## config.mk

```make
export PLATFORM = sky130hd
export DESIGN_NAME = mem_access_ctrl
export DESIGN_NICKNAME = d
export VERILOG_FILES = /design/src/rtl/mem_pkg.sv /design/src/rtl/mem_lane_align.sv /design/src/rtl/mem_access_ctrl.sv
export SDC_FILE = /design/constraint.sdc
export NUM_CORES = 1
export LEC_CHECK = 0
export ABC_AREA = 1
export BUFFER_PORTS_ARGS = -buffer_cell sky130_fd_sc_hd__buf_2
export CORE_MARGIN = 5
export CORE_UTILIZATION = 40
export CTS_BUF_LIST = sky130_fd_sc_hd__clkbuf_16
export CTS_CLUSTER_SIZE = 14
export DETAILED_ROUTE_END_ITERATION = 16
export GPL_ROUTABILITY_DRIVEN = 1
export PLACE_DENSITY = 0.66
export SLEW_MARGIN = 20
export SYNTH_ARGS = -nofsm -noshare
export SYNTH_HDL_FRONTEND = slang
export SYNTH_SLANG_ARGS = --single-unit
```

## constraint.sdc

```tcl
create_clock -name clk -period 5 [get_ports clk]
set_input_delay 1.25 -clock clk [delete_from_list [all_inputs] [get_ports clk]]
set_output_delay 1.25 -clock clk [all_outputs]
set_load 0.01 [all_outputs]
```

## src/rtl/mem_pkg.sv

```systemverilog
// Shared definitions for the load/store unit: access-size encodings, FSM states
// and the alignment check used when a request is accepted.
package mem_pkg;

  localparam logic [1:0] SIZE_BYTE = 2'b00;
  localparam logic [1:0] SIZE_HALF = 2'b01;
  localparam logic [1:0] SIZE_WORD = 2'b10;
  localparam logic [1:0] SIZE_ILL  = 2'b11;

  typedef enum logic [2:0] {
    ST_IDLE,
    ST_RD,
    ST_CAP,
    ST_WR,
    ST_DONE
  } state_t;

  // Illegal size counts as an error, just like a misaligned half/word.
  function automatic logic misaligned(input logic [1:0] size, input logic [1:0] lane);
    logic res;
    res = 1'b1;
    case (size)
      SIZE_BYTE: res = 1'b0;
      SIZE_HALF: res = lane[0];
      SIZE_WORD: res = |lane;
      SIZE_ILL:  res = 1'b1;
    endcase
    return res;
  endfunction

endpackage

```

## src/rtl/mem_lane_align.sv

```systemverilog
// Little-endian lane steering: extracts and extends load data from a RAM word,
// and merges a sub-word store into the old word for read-modify-write.
module mem_lane_align
  import mem_pkg::*;
(
  input  logic [31:0] word_i,
  input  logic [1:0]  lane_i,
  input  logic [1:0]  size_i,
  input  logic        sign_i,
  input  logic [31:0] wdata_i,
  output logic [31:0] ldata_o,
  output logic [31:0] merged_o
);

  logic [7:0]  byte_sel;
  logic [15:0] half_sel;

  always_comb begin
    byte_sel = word_i[{lane_i, 3'b000} +: 8];
    half_sel = word_i[{lane_i[1], 4'b0000} +: 16];

    ldata_o = word_i;
    case (size_i)
      SIZE_BYTE: ldata_o = {{24{sign_i & byte_sel[7]}}, byte_sel};
      SIZE_HALF: ldata_o = {{16{sign_i & half_sel[15]}}, half_sel};
      default:   ldata_o = word_i;
    endcase

    merged_o = word_i;
    case (size_i)
      SIZE_BYTE: merged_o[{lane_i, 3'b000} +: 8]     = wdata_i[7:0];
      SIZE_HALF: merged_o[{lane_i[1], 4'b0000} +: 16] = wdata_i[15:0];
      default:   merged_o = wdata_i;
    endcase
  end

endmodule

```

## src/rtl/mem_access_ctrl.sv

```systemverilog
// Load/store unit in front of a word-wide synchronous RAM: one request at a time,
// sub-word stores by read-modify-write, loads extended before the response.
module mem_access_ctrl
  import mem_pkg::*;
#(
  parameter int AW = 10,
  parameter int DW = 32
) (
  input  logic          clk,
  input  logic          rst_n,
  input  logic          req_valid,
  output logic          req_ready,
  input  logic          req_we,
  input  logic [1:0]    req_size,
  input  logic          req_signed,
  input  logic [31:0]   req_addr,
  input  logic [DW-1:0] req_wdata,
  output logic          rsp_valid,
  output logic [DW-1:0] rsp_rdata,
  output logic          rsp_err,
  output logic          mem_we,
  output logic [AW-1:0] mem_addr,
  output logic [DW-1:0] mem_din,
  input  logic [DW-1:0] mem_dout
);

  state_t          state_q, state_d;
  logic [AW+1:0]   addr_q, addr_d;
  logic [DW-1:0]   rdata_q, rdata_d;
  logic            err_q, err_d;
  logic            we_q, we_d;
  logic [1:0]      size_q, size_d;
  logic            sgn_q, sgn_d;
  logic [DW-1:0]   wdata_q, wdata_d;

  logic            accept;
  logic            req_bad;
  logic [DW-1:0]   ldata;
  logic [DW-1:0]   merged;
  logic            unused_addr;

  assign unused_addr = ^req_addr[31:AW+2];
  assign accept      = req_valid && (state_q == ST_IDLE);
  assign req_bad     = misaligned(req_size, req_addr[1:0]);

  mem_lane_align u_align (
    .word_i   (mem_dout),
    .lane_i   (addr_q[1:0]),
    .size_i   (size_q),
    .sign_i   (sgn_q),
    .wdata_i  (wdata_q),
    .ldata_o  (ldata),
    .merged_o (merged)
  );

  always_comb begin
    state_d = state_q;
    addr_d  = addr_q;
    rdata_d = rdata_q;
    err_d   = err_q;
    we_d    = we_q;
    size_d  = size_q;
    sgn_d   = sgn_q;
    wdata_d = wdata_q;
    case (state_q)
      ST_IDLE: begin
        if (accept) begin
          addr_d  = req_addr[AW+1:0];
          rdata_d = '0;
          err_d   = req_bad;
          we_d    = req_we;
          size_d  = req_size;
          sgn_d   = req_signed;
          wdata_d = req_wdata;
          if (req_bad)                     state_d = ST_DONE;
          else if (req_we && req_size == SIZE_WORD) state_d = ST_WR;
          else                             state_d = ST_RD;
        end
      end
      ST_RD:  state_d = ST_CAP;
      // mem_dout is valid here; loads finish, sub-word stores merge and write back
      ST_CAP: begin
        if (we_q) begin
          wdata_d = merged;
          state_d = ST_WR;
        end else begin
          rdata_d = ldata;
          state_d = ST_DONE;
        end
      end
      ST_WR:   state_d = ST_DONE;
      ST_DONE: state_d = ST_IDLE;
      default: state_d = ST_IDLE;
    endcase
  end

  always_ff @(posedge clk or negedge rst_n) begin
    if (!rst_n) begin
      state_q <= ST_IDLE;
      addr_q  <= '0;
      rdata_q <= '0;
      err_q   <= 1'b0;
    end else begin
      state_q <= state_d;
      addr_q  <= addr_d;
      rdata_q <= rdata_d;
      err_q   <= err_d;
    end
  end

  always_ff @(posedge clk) begin
    we_q    <= we_d;
    size_q  <= size_d;
    sgn_q   <= sgn_d;
    wdata_q <= wdata_d;
  end

  // Port drive is decoded from state so a reset kills a pending write at once.
  assign req_ready = (state_q == ST_IDLE);
  assign rsp_valid = (state_q == ST_DONE);
  assign rsp_err   = (state_q == ST_DONE) && err_q;
  assign rsp_rdata = rdata_q;
  assign mem_we    = (state_q == ST_WR);
  assign mem_addr  = addr_q[AW+1:2];
  assign mem_din   = (state_q == ST_WR) ? wdata_q : '0;

endmodule

```

# Word level (Yosys, flattened, before mapping)
# Index checks and enable logic that the tools add are counted.
[classes]
addsub = 2
n_eq_ne = 12
shifts = 6
n_mux = 17
bitwise = 2
reduce_logical = 11
[op_table]
columns = ["operator", "n"]
rows = [
  ["one-hot mux 32 bit (2 select lines)", 4],
  ["2-to-1 mux 32 bit", 5],
  ["bitwise mux 32 bit", 2],
  ["variable shift 16 x 7 -> 32 bit (first input constant)", 1],
  ["variable shift 8 x 7 -> 32 bit (first input constant)", 1],
  ["indexed part select 16 x 7 -> 32 bit", 1],
  ["indexed part select 32 x 6 -> 16 bit", 1],
  ["indexed part select 32 x 6 -> 8 bit", 1],
  ["indexed part select 8 x 7 -> 32 bit", 1],
  ["negator 5 -> 7 bit", 2],
  ["one-hot mux 3 bit (4 select lines)", 1],
  ["2-to-1 mux 3 bit", 3],
  ["equality test 3 x 2 -> 1 bit (second input constant)", 2],
  ["equality test 2 x 1 -> 1 bit (second input constant)", 2],
  ["equality test 2 bit (second input constant)", 2],
  ["zero test 2 bit", 2],
  ["!= test 2 bit (second input constant)", 2],
  ["one-hot mux 1 bit (4 select lines)", 1],
  ["AND reduction 4 bit", 1],
  ["equality test 3 x 1 -> 1 bit (second input constant)", 1],
  ["equality test 3 bit (second input constant)", 1],
  ["logical AND 1 bit", 3],
  ["zero test 3 bit", 1],
  ["!= test 3 x 1 -> 1 bit (second input constant)", 1],
  ["other kinds (7)", 8],
]
[word_totals]
ff_bits = 84
in_bits = 103
out_inout_bits = 78

# Logic depth before layout (Yosys ltp)
# Gate-level depths: netlist of the first run.
[logic_depth]
word_depth = 6
mapped_depth = 12

# Cells and area by module
# Synthesis of the first run repeated with hierarchy kept, for this count alone.
[hier_totals]
hier_cells = 854
area_unflattened_um2 = 5718.0
[modules_own_cells]
columns = ["module", "n_inst", "cells_per_inst", "area_each_um2", "seq_area_each_um2"]
rows = [
  ["mem_access_ctrl", 1, 451, 3881.2, 2282.2],
  ["mem_lane_align", 1, 403, 1836.8, 0.0],
]

# Worst setup path before layout of the first run
# OpenSTA, ideal clock, no wires.
[synth_timing]
kind = "input to register"
from = "input req_valid"
to = "register wdata_q[0] (enable)"
setup_ns = 0.385
t_arrival_ns = 2.183
t_required_ns = 4.615
slack_ns = 2.432
stages = 4
n_path_buf = 0
path_cell_list = "nor2_1 -> nor2_1 -> nand3_1 -> nor3b_1"
[synth_via]
elab_chain_len = 3
[synth_lines]
columns = ["item", "line", "rtl"]
rows = [
  ["from (decl)", "mem_access_ctrl.sv:11", "input logic req_valid,"],
  ["logical AND 1 bit", "mem_access_ctrl.sv:43", "assign accept = req_valid && (state_q == ST_IDLE);"],
  ["!= test 2 x 1 -> 1 bit (no source line)", "--", ""],
  ["AND reduction 4 bit (no source line)", "--", ""],
  ["to (signal assigned)", "mem_access_ctrl.sv:115", "wdata_q <= wdata_d;"],
  ["to (decl)", "mem_access_ctrl.sv:34", "logic [DW-1:0] wdata_q, wdata_d;"],
]
# No other way between the ends.
# A chain may end at the register's enable or synchronous reset.

# Worst setup path in the final report of the first run
[layout_timing]
from = "register state_q[2]"
to = "output mem_din[9]"
[layout_via]
elab_chain_len = 2
[layout_lines]
columns = ["item", "line", "rtl"]
rows = [
  ["from (decl)", "mem_access_ctrl.sv:27", "state_t state_q, state_d;"],
  ["from (signal assigned)", "mem_access_ctrl.sv:104", "state_q <= state_d;"],
  ["equality test 3 x 2 -> 1 bit", "mem_access_ctrl.sv:125", "assign mem_din = (state_q == ST_WR) ? wdata_q : '0;"],
  ["2-to-1 mux 32 bit", "mem_access_ctrl.sv:125", ""],
  ["to (decl)", "mem_access_ctrl.sv:23", "output logic [DW-1:0] mem_din,"],
]
# No other way between the ends.

==> results.md, run 1 <==
* Status: finished, final reports clean
* Largest stage delay on the critical path at 0.74 ns
* Worst skew pair latency at about 0.35 ns
* Largest net degree at the start of global routing at 39
* Max Cap Viol at 0
* Register area share after synthesis at 0.441
* Via density at 4.95
* Final #Nets at 949
* Reg area at 2280 um2
* Multi-input gate area at 2340 um2
* Mapped Cells at 712
* Hpwl dp at 12.0 mm
* Syn Area/Cell at 7.27 um2
* Worst path buffer plus inverter count at 3
* TNS Setup at 0 ns
* Area contributors post-synth: dfrtp_1 (23%), edfxtp_1 (21%), nand2_1 (18%)
* Chip Width at 124 um
* Die Y at 124 um
* Post-synthesis net count at 820
* Number of port buffers at 160
* H-tree Lvls at 3
* Hold Crit Class: reg -> reg
* Hold_buf cts at 0
* Worst-margin pin slew at 1.04 ns
* Top cells by count, synth: nand2_1 (251), inv_1 (65), nor2_1 (56)
* Asr flop ratio synth at 0.571
* Peak supply drop at 0.000299 V
* Initial Util at 0.409
* RSZ-0062 raised after global routing: no
* Worst Reg-to-Reg Cells at 8
* Worst hold stages at 2
* Initial antenna violation count at 1
* Post-CTS Setup Inserts at 0
* Max Fclk at 0.298 GHz
* Final ANT Viol Nets at 0
* Period utilisation layout at 0.672
* WP data required at 3.75 ns
* Initial DRT Pass Iterations at 6
* Non-Filler Instances at 1,018
* Layout cell share with drive strength beyond 1 at 0.242
* Setup clock skew after layout at 0.00631 ns
* DP Cell Count at 1,002
* Fin crit period at roughly 3.4 ns
* Global-route usage over all layers at 0.210
* DR iter-0 viols at 525
* Crit path DAT at 2.11 ns
* Yosys cell types at 34
* Count leader, synth: nand2_1
* Final hold viol count at 0
* Seq cells post-synth at 84
* Slew Viols, Final at 0
* Clock sink total at 84
* Pleak at 3.42 nW
* Global-route wire length before repair at 24.6 mm
* WHS at 0.472 ns
* Clk buf depth at 2
* Detailed-route via count at 5,037
* Synth top area share at 0.232
* Filler cell count at 1,300
* Syn-to-layout area delta at 20.3%
* IO Count at 181
* Synth warn at 0
* CP max FO at 33
* Remaining Overflow, GRT at 0
* Post-synth EDFFs at 36
* CTS resizes at 0
* Routed WL per cell at 15.8 um
* CTS tree: built
* Setup-failing EPs final at 0
* CP delay by family, top: buffers and inverters
* Primary FF master, synth: dfrtp_1
* Crit. End Element: output pin
* Clock slew seen by the registers of the worst setup and hold paths at 0.06 ns
* Yosys top cell by area: dfrtp_1
* Number of diodes at 0
* TritonCTS Buffers at 9
* Clk root buf: clkbuf_16
* DRC at 0
* Vias in the first global route at 4,755
* Slew margin rel. at 0.305
* Row Count at 41
* Final WL at 16.1 mm
* Startpoint types: flop
* Global placer's final weighted congestion at ~0.96
* Mapped cell area at between 5000 and 6000 um2
* WP depth at 6
* Core ar. at 12,700 um2
* Pwr/cell area at 558 nW/um2
* Critical path's slowest cell: inv_1
* Critical path, cell by cell: inv_1 -> nand2_1 -> nor2_1 -> inv_1 -> nor2_1 -> buf_2
* DIE AREA at about 15,000 um2
* Critical path class: reg -> out
## state kept, by name (all words and copies together), names as in the netlist
signal	count
size_q	2
state_q	3
err_q	1
we_q	1
rsp_rdata	32
addr_q	12
sgn_q	1
wdata_q	32
## routing by layer
layer | wire length (um) | vias to the layer above | global-route usage
met5 | 7 | - | 0
met4 | 252 | 2 | 0.0671
met3 | 1550 | 24 | 0.0522
met2 | 7090 | 223 | 0.325
met1 | 7160 | 2247 | 0.290
li1 | - | 2541 | -
## stage by stage
stage | power (mW) | cell area [um2] | setup WS (ns) | util
final | 3.47 | 6230 | 1.64 | 0.491
after global routing | 3.75 | 6230 | 1.45 | 0.491
after CTS | 3.48 | 6220 | 1.60 | 0.491
after detailed placement | 2.84 | 5950 | 1.95 | 0.469
after global placement | 2.83 | 5930 | 2.01 | 0.468
after floorplan | 2.42 | 5180 | 2.43 | -
## cell type report
| class | count | area share |
|---|---|---|
| Clock buffer | 9 | 0.0362 |
| Clock inverter | 7 | 0.00784 |
| Inverter | 74 | 0.0454 |
| Multi-Input combinational cell | 509 | 0.375 |
| Sequential cell | 84 | 0.366 |
| Tap cell | 172 | 0.0346 |
| Timing Repair Buffer | 163 | 0.134 |
## kinds of logic after synthesis
kind of cell / Yosys count / share of synthesized area
flops: 84 / 0.441
buf+inv: 119 / 0.109
fa+ha+maj: 5 / 0.0121
compound gates: 132 / 0.143
simple gates: 372 / 0.296
## report_power, final
part / leakage [nW] / internal (mW) / switching, mW
combinational: 2.30 / 0.494 / 1.05
clock: 0.137 / 0.339 / 0.295
sequential: 0.985 / 1.10 / 0.197
total: 3.42 / 1.93 / 1.54
## cells in the final DEF (no fill, tap or decap), types with 3 or more instances in the layout
cell type / n
a21oi_1: 47
a2bb2oi_1: 3
buf_2: 160
clkbuf_16: 9
dfrtp_1: 48
edfxtp_1: 36
ha_1: 5
inv_1: 65
inv_2: 6
inv_4: 5
nand2_1: 251
nand2_2: 3
nand3_1: 41
nor2_1: 56
nor2_2: 5
nor3_1: 5
o211ai_1: 14
o21a_1: 5
o21ai_0: 50
o22ai_1: 9
or2_2: 4
## worst min-delay path: cells and delay by family (launching register included)
kind             cells  cell delay (ns)
and+or+nand+nor      2             0.11
DFF                  1             0.33
## final timing paths
path                                      startpoint                         to  slack [ns]
max reg2reg                    addr_q[1]$_DFFE_PN0P_      wdata_q[30]$_DFFE_PP_        2.24
min in group asynchronous                      rst_n  rsp_rdata[18]$_DFFE_PN0P_        0.86
max in group asynchronous                      rst_n          err_q$_DFFE_PN0P_        3.61
min                        rsp_rdata[21]$_DFFE_PN0P_  rsp_rdata[21]$_DFFE_PN0P_        0.47
min reg2reg                rsp_rdata[21]$_DFFE_PN0P_  rsp_rdata[21]$_DFFE_PN0P_        0.47
max                           state_q[2]$_DFFE_PN0P_                 mem_din[9]        1.64
Note: power is estimated with default switching activity, not from simulation.
==> run 2: changes to the inputs <==
--- a/config.mk
+++ b/config.mk
@@ -5,7 +5,7 @@
 export SDC_FILE = /design/constraint.sdc
 export NUM_CORES = 1
 export LEC_CHECK = 0
-export ABC_AREA = 1
+export ABC_AREA = 0
 export BUFFER_PORTS_ARGS = -buffer_cell sky130_fd_sc_hd__buf_2
 export CORE_MARGIN = 5
 export CORE_UTILIZATION = 40
@@ -13,7 +13,7 @@
 export CTS_CLUSTER_SIZE = 14
 export DETAILED_ROUTE_END_ITERATION = 16
 export GPL_ROUTABILITY_DRIVEN = 1
-export PLACE_DENSITY = 0.66
+export PLACE_DENSITY = 0.68
 export SLEW_MARGIN = 20
 export SYNTH_ARGS = -nofsm -noshare
 export SYNTH_HDL_FRONTEND = slang
==> constraint.sdc (replaced) <==
create_clock -name clk -period 3.49 [get_ports clk]
set_input_delay 0.8725 -clock clk [delete_from_list [all_inputs] [get_ports clk]]
set_output_delay 0.8725 -clock clk [all_outputs]
set_load 0.01 [all_outputs]
==> results.md, run 2 <==
* Initial Util at 0.404 (-0.00411)
* TNS Setup at 0 ns (unchanged)
* Fin crit period at 2.61 ns
* Initial antenna violation count at 0 (-1)
* DP Cell Count at 703 (-30%)
* Crit path DAT at 1.74 ns (-0.37 ns)
* Most common cell after layout, fill and taps aside: buf_2
* Yosys top cell by area: dfrtp_1
* Via density at 5.59 (+13%)
* Worst skew pair latency at 0.34 ns (about the same)
* Remaining Overflow, GRT at 0 (unchanged)
* Post-CTS Setup Inserts at 0 (unchanged)
* Finished Core Util at 0.502 (+0.0105)
* Hold_buf cts at 0 (unchanged)
* Synth top area share at 0.262 (+0.0303)
* Pwr/cell area at 788 nW/um2 (+41%)
* Pleak at 2.70 nW (-21%)
* Final ANT Viol Nets at 0 (unchanged)
* Global-route wire length before repair at 21.1 mm (-14%)
* Vias in the first global route at 3,877 (-18%)
* Clock slew seen by the registers of the worst setup and hold paths at 0.06 ns (about the same)
* Detailed-route via count at 4,022 (-20%)
* Syn Area/Cell at 10.5 um2 (+44%)
* Core ar. at 11,300 um2 (-11%)
* H-tree Lvls at 3 (unchanged)
* Slew Viols, Final at 0 (unchanged)
* Period utilisation layout at 0.747
* DIE AREA at 13,700 um2 (-11%)
* Max Fclk at about 0.38 GHz
* Final WL at 14.3 mm (-11%)
* Critical path class: reg -> out
* Primary FF master, synth: dfrtp_1
* Syn-to-layout area delta at 24.1%
* DRC at 0 (unchanged)
* Area contributors post-synth: dfrtp_1 (26%), edfxtp_1 (24%), o21ai_0 (6.2%)
* WP data required at 2.62 ns (-1.13 ns)
* Clock sink total at 84 (unchanged)
* Peak supply drop at 0.000388 V (+30%)
* Status: finished, final reports clean
* Pwr Total at 4.48 mW (+29%)
* Clk buf depth at 2 (unchanged)
* Post-route cell area at 5680 um2 (-8.7%)
* Global-route usage over all layers at 0.204 (-0.00670)
* Die Y at 117 um (-5.5%)
* Final #Nets at 679 (-28%)
* Setup clock skew after layout at 0.00810 ns (+0.00180 ns)
* Slew margin rel. at 0.260 (-0.0455)
* Register area share after synthesis at 0.498 (+0.0576)
* Initial DRT Pass Iterations at 5 (-1)
* Global placer's final weighted congestion at 0.891 (-6.8%)
* Final hold viol count at 0 (unchanged)
* Row Count at 39 (-4.9%)
* Top cells by count, synth: o21ai_0 (57), dfrtp_1 (48), nand2_1 (46)
* Number of diodes at 0 (unchanged)
* Chip Width at 117 um (-5.5%)
* TritonCTS Buffers at 9 (unchanged)
* Hpwl dp at 10.7 mm (-11%)
* Seq cells post-synth at 84 (unchanged)
* Startpoint types: flop
* Mapped cell area at 4580 um2 (-12%)
* RSZ-0062 raised after global routing: no
* Synth warn at 0 (unchanged)
* Number of port buffers at 160 (unchanged)
* Routed WL per cell at 19.8 um (+26%)
* Clk root buf: clkbuf_16
* Asr flop ratio synth at 0.571 (unchanged)
* Count leader, synth: o21ai_0
* Largest net degree at the start of global routing at 59 (+51%)
* Mapped Cells at 437 (-39%)
* IO Count at 181 (unchanged)
* CTS resizes at 0 (unchanged)
* Post-synthesis net count at 545 (-34%)
* Most frequent cells in the layout: buf_2 (159), o21ai_0 (57), dfrtp_1 (48), nand2_1 (46), edfxtp_1 (36)
* Post-DP Area at 5390 um2 (-9.3%)
* Max Cap Viol at 0 (unchanged)
* Setup-failing EPs final at 0 (unchanged)
* Yosys cell types at 44 (+29%)
* Post-synth EDFFs at 36 (unchanged)
* Crit. End Element: output pin
* Non-Filler Instances at 719 (-29%)
* Hold Crit Class: reg -> reg
* CP max FO at 33 (unchanged)
* Filler cell count at 1,083 (-17%)
* Layout cell share with drive strength beyond 1 at 0.352 (+0.110)
* DR iter-0 viols at 342 (-35%)
* CTS tree: built
* Worst-margin pin slew at 1.11 ns (+0.0660 ns)
## run 2: layout make-up
type	instances	area, um2	share of cell area
clock buffer	10	250	0.0440
multi-input combinational	302	2050	0.361
clock inverter	6	36.3	0.00638
timing repair buffer	168	863	0.152
sequential	84	2280	0.402
tap	143	179	0.0315
inverter	6	22.5	0.00396
## run 2: report_power, final
part | internal, mW | switching [mW]
logic | 0.737 | 1.05
registers | 1.49 | 0.283
clock network | 0.523 | 0.395
## run 2: routing by layer
| layer | global-route usage | wire [um] | vias to the layer above |
|---|---|---|---|
| met5 | 0 | 0 | - |
| met4 | 0.0742 | 426 | 0 |
| met3 | 0.0499 | 1390 | 23 |
| met2 | 0.317 | 6410 | 189 |
| met1 | 0.277 | 6030 | 1925 |
| li1 | - | - | 1885 |
## run 2: path summary, 6_finish.rpt
kind / startpoint / to / slack, ns / cells past startpoint
min in group asynchronous: rst_n / rsp_rdata[3]$_DFFE_PN0P_ / 0.56 / 1
setup reg to reg: addr_q[1]$_DFFE_PN0P_ / wdata_q[25]$_DFFE_PP_ / 1.00 / 8
hold / removal: rsp_rdata[11]$_DFFE_PN0P_ / rsp_rdata[11]$_DFFE_PN0P_ / 0.48 / 2
setup / recovery: state_q[1]$_DFFE_PN0P_ / mem_din[0] / 0.88 / 5
max in group asynchronous: rst_n / rsp_rdata[21]$_DFFE_PN0P_ / 2.53 / 1
hold reg to reg: rsp_rdata[11]$_DFFE_PN0P_ / rsp_rdata[11]$_DFFE_PN0P_ / 0.48 / 2
## run 2: kinds of logic after synthesis
family,synth area share
adders and majority gates,0.0137
AOI/OAI and AO/OA,0.232
DFF,0.498
muxes,0.0650
buffers and inverters,0.0558
and+or+nand+nor,0.135
## run 2: metrics by stage
stage               hold WS (ns)  setup WS [ns]
floorplan                  0.473          0.897
global placement           0.463          0.932
detailed placement         0.465          0.900
CTS                        0.483          0.864
global route               0.514          0.754
finish                     0.479          0.882
## run 2: critical path, cell delays in order (launching register included)
cell and delay [ns]:
dfrtp_1 0.58, nand2_1 0.09, nor2_1 0.11, buf_4 0.28, and2_1 0.19, buf_2 0.13
==> run 3: changes to the inputs <==
--- a/config.mk
+++ b/config.mk
@@ -5,7 +5,7 @@
 export SDC_FILE = /design/constraint.sdc
 export NUM_CORES = 1
 export LEC_CHECK = 0
-export ABC_AREA = 0
+export ABC_AREA = 1
 export BUFFER_PORTS_ARGS = -buffer_cell sky130_fd_sc_hd__buf_2
 export CORE_MARGIN = 5
 export CORE_UTILIZATION = 40
@@ -13,7 +13,7 @@
 export CTS_CLUSTER_SIZE = 14
 export DETAILED_ROUTE_END_ITERATION = 16
 export GPL_ROUTABILITY_DRIVEN = 1
-export PLACE_DENSITY = 0.68
+export PLACE_DENSITY = 0.66
 export SLEW_MARGIN = 20
 export SYNTH_ARGS = -nofsm -noshare
 export SYNTH_HDL_FRONTEND = slang
==> constraint.sdc (replaced) <==
create_clock -name clk -period 2.6 [get_ports clk]
set_input_delay 0.65 -clock clk [delete_from_list [all_inputs] [get_ports clk]]
set_output_delay 0.65 -clock clk [all_outputs]
set_load 0.01 [all_outputs]
==> results.md, run 3 (synthesis gave the netlist of run 1 again) <==
* DRC at 0 (unchanged)
* Clock share of power at 0.187 (-0.018)
* Die Y at 124 um (+5.8%)
* Number of port buffers at 160 (unchanged)
* Chip Width at 124 um (+5.8%)
* Remaining Overflow, GRT at 0 (unchanged)
* Hpwl dp at 12.5 mm (+17%)
* Worst Reg-to-Reg Cells at 7 (-1)
* CP delay by family, top: buffers and inverters
* Largest net degree at the start of global routing at 33 (-44%)
* Most common cell after layout, fill and taps aside: nand2_1
* Crit path DAT at 1.79 ns (+0.05 ns)
* DR iter-0 viols at 471 (+38%)
* TritonCTS Buffers at 9 (unchanged)
* DP Cell Count at 1,012 (+44%)
* Final #Nets at 964 (+42%)
* Clk buf depth at 2 (unchanged)
* Initial antenna violation count at 0 (unchanged)
* Period utilisation layout at 0.940
* WP depth at 8 (+3)
* Fin crit period at 2.44 ns
* Status: finished, final reports clean
* H-tree Lvls at 3 (unchanged)
* RSZ-0062 raised after global routing: no
* Combinational share of power at 0.462 (+0.063)
* WP data required at 1.95 ns (-0.67 ns)
* Final hold viol count at 0 (unchanged)
* Startpoint types: flop
* Routed WL per cell at 15.9 um (-20%)
* Final WL at 16.5 mm (+16%)
* Vias in the first global route at 4,900 (+26%)
* Pwr/cell area at 1080 nW/um2 (+37%)
* Number of diodes at 0 (unchanged)
* CTS tree: built
* Peak supply drop at 0.000455 V (+17%)
* Global-route wire length before repair at 25.4 mm (+20%)
* DIE AREA at 15,300 um2 (+12%)
* Worst path buffer plus inverter count at 5 (+3)
* Global-route usage over all layers at 0.218 (+0.0143)
* Hold Crit Class: in -> async
* Max Cap Viol at 0 (unchanged)
* Crit. End Element: output pin
* Layout cell share with drive strength beyond 1 at 0.257 (-0.0958)
* Worst-margin pin slew at 0.575 ns (-0.534 ns)
* IO Count at 181 (unchanged)
* Core ar. at 12,700 um2 (+12%)
* Initial DRT Pass Iterations at 5 (unchanged)
* Slew Viols, Final at 0 (unchanged)
* Critical path class: reg -> out
* Setup clock skew after layout at 0.00504 ns (-0.00307 ns)
* Sw Share at 0.435 (+0.0495)
* Clock sink total at 84 (unchanged)
* Global placer's final weighted congestion at 0.966 (+8.4%)
* Pleak at 3.49 nW (+29%)
* Detailed-route via count at 5,052 (+26%)
* Most frequent cells in the layout: nand2_1 (251), buf_2 (160), inv_1 (64), nor2_1 (55), o21ai_0 (50)
* Part of the power in registers at 0.351 (-0.045)
* Syn-to-layout area delta at 23.2%
* Max Fclk at between 0.4 and 0.5 GHz
* Clock slew seen by the registers of the worst setup and hold paths at 0.06 ns (about the same)
* Setup-failing EPs final at 0 (unchanged)
* Largest stage delay on the critical path at 0.42 ns (-0.16 ns)
* Row Count at 41 (+5.1%)
* Non-Filler Instances at 1,033 (+44%)
* Initial Util at 0.409 (+0.00411)
* Worst skew pair latency at 0.34 ns (about the same)
* Clk root buf: clkbuf_16
* Total internal power at 3.90 mW (+41%)
* Slew margin rel. at 0.616 (+0.357)
* Hold_buf cts at 0 (unchanged)
* TNS Setup at 0 ns (unchanged)
* Critical path's slowest cell: dfrtp_1
* Via density at 4.89 (-13%)
* Final ANT Viol Nets at 0 (unchanged)
* P_sw at 3.00 mW (+74%)
* Critical path, cell by cell: inv_1 -> nand2_1 -> nor2_4 -> buf_12 -> clkinvlp_4 -> buf_4 -> nor2_1 -> buf_2
* CP max FO at 16 (-52%)
## run 3: worst register-to-register path, stage by stage (launching register included)
cell and delay, ns:
edfxtp_1 0.43, inv_4 0.22, nand2_4 0.20, inv_4 0.29
nor2_2 0.18, nand2_1 0.08, nor3b_1 0.18, buf_4 0.21
## run 3: timing repair
action / 4_1_cts / 5_1_grt
pin swaps: 0 / 1
resized for setup: 3 / 1
setup buffers: 3 / 1
gates cloned: 1 / 0
endpoints found under the setup margin: 32 / 32
## run 3: worst paths after layout
path                                             end  slack (ns)                    from
max                                      mem_din[18]        0.16  state_q[2]$_DFFE_PN0P_
min                        rsp_rdata[20]$_DFFE_PN0P_        0.24                   rst_n
max reg2reg                     wdata_q[2]$_DFFE_PP_        0.53     size_q[1]$_DFFE_PP_
min reg2reg                    addr_q[2]$_DFFE_PN0P_        0.47   addr_q[2]$_DFFE_PN0P_
max in group asynchronous   rsp_rdata[9]$_DFFE_PN0P_        1.77                   rst_n
min in group clk               addr_q[2]$_DFFE_PN0P_        0.47   addr_q[2]$_DFFE_PN0P_
## run 3: final cells by class
| class | instances | area [um2] |
|---|---|---|
| Clock buffer | 9 | 225 |
| Clock inverter | 7 | 77.6 |
| Fill cell | 1325 | 6300 |
| Inverter | 74 | 287 |
| Multi-Input combinational cell | 509 | 2340 |
| Sequential cell | 84 | 2280 |
| Tap cell | 172 | 215 |
| Timing Repair Buffer | 177 | 941 |
| Timing Repair inverter | 1 | 7.51 |
## run 3: power groups by stage
| stage | registers (mW) | logic [mW] | clock network, mW |
|---|---|---|---|
| floorplan | 2.47 | 2.18 | 0 |
| global placement | 2.42 | 3.13 | 0 |
| detailed placement | 2.43 | 3.15 | 0 |
| CTS | 2.42 | 3.18 | 1.32 |
| global route | 2.49 | 3.58 | 1.39 |
| finish | 2.42 | 3.19 | 1.29 |
## run 3: routing by layer
layer / GRT usage / routed length (um) / vias up
li1: - / - / 2587
met1: 0.297 / 7370 / 2232
met2: 0.345 / 7380 / 210
met3: 0.0531 / 1390 / 23
met4: 0.0609 / 337 / 0
met5: 0 / 0 / -
## run 3: metrics by stage
step	total power [mW]	setup slack (ns)	hold slack (ns)	util	instance area, um2
floorplan	4.66	0.572	0.354	-	5180
global placement	5.56	0.351	0.459	0.474	6010
detailed placement	5.58	0.245	0.460	0.474	6010
CTS	6.92	0.000208	0.254	0.501	6350
global route	7.45	0.0177	0.268	0.503	6370
finish	6.89	0.157	0.242	0.503	6370
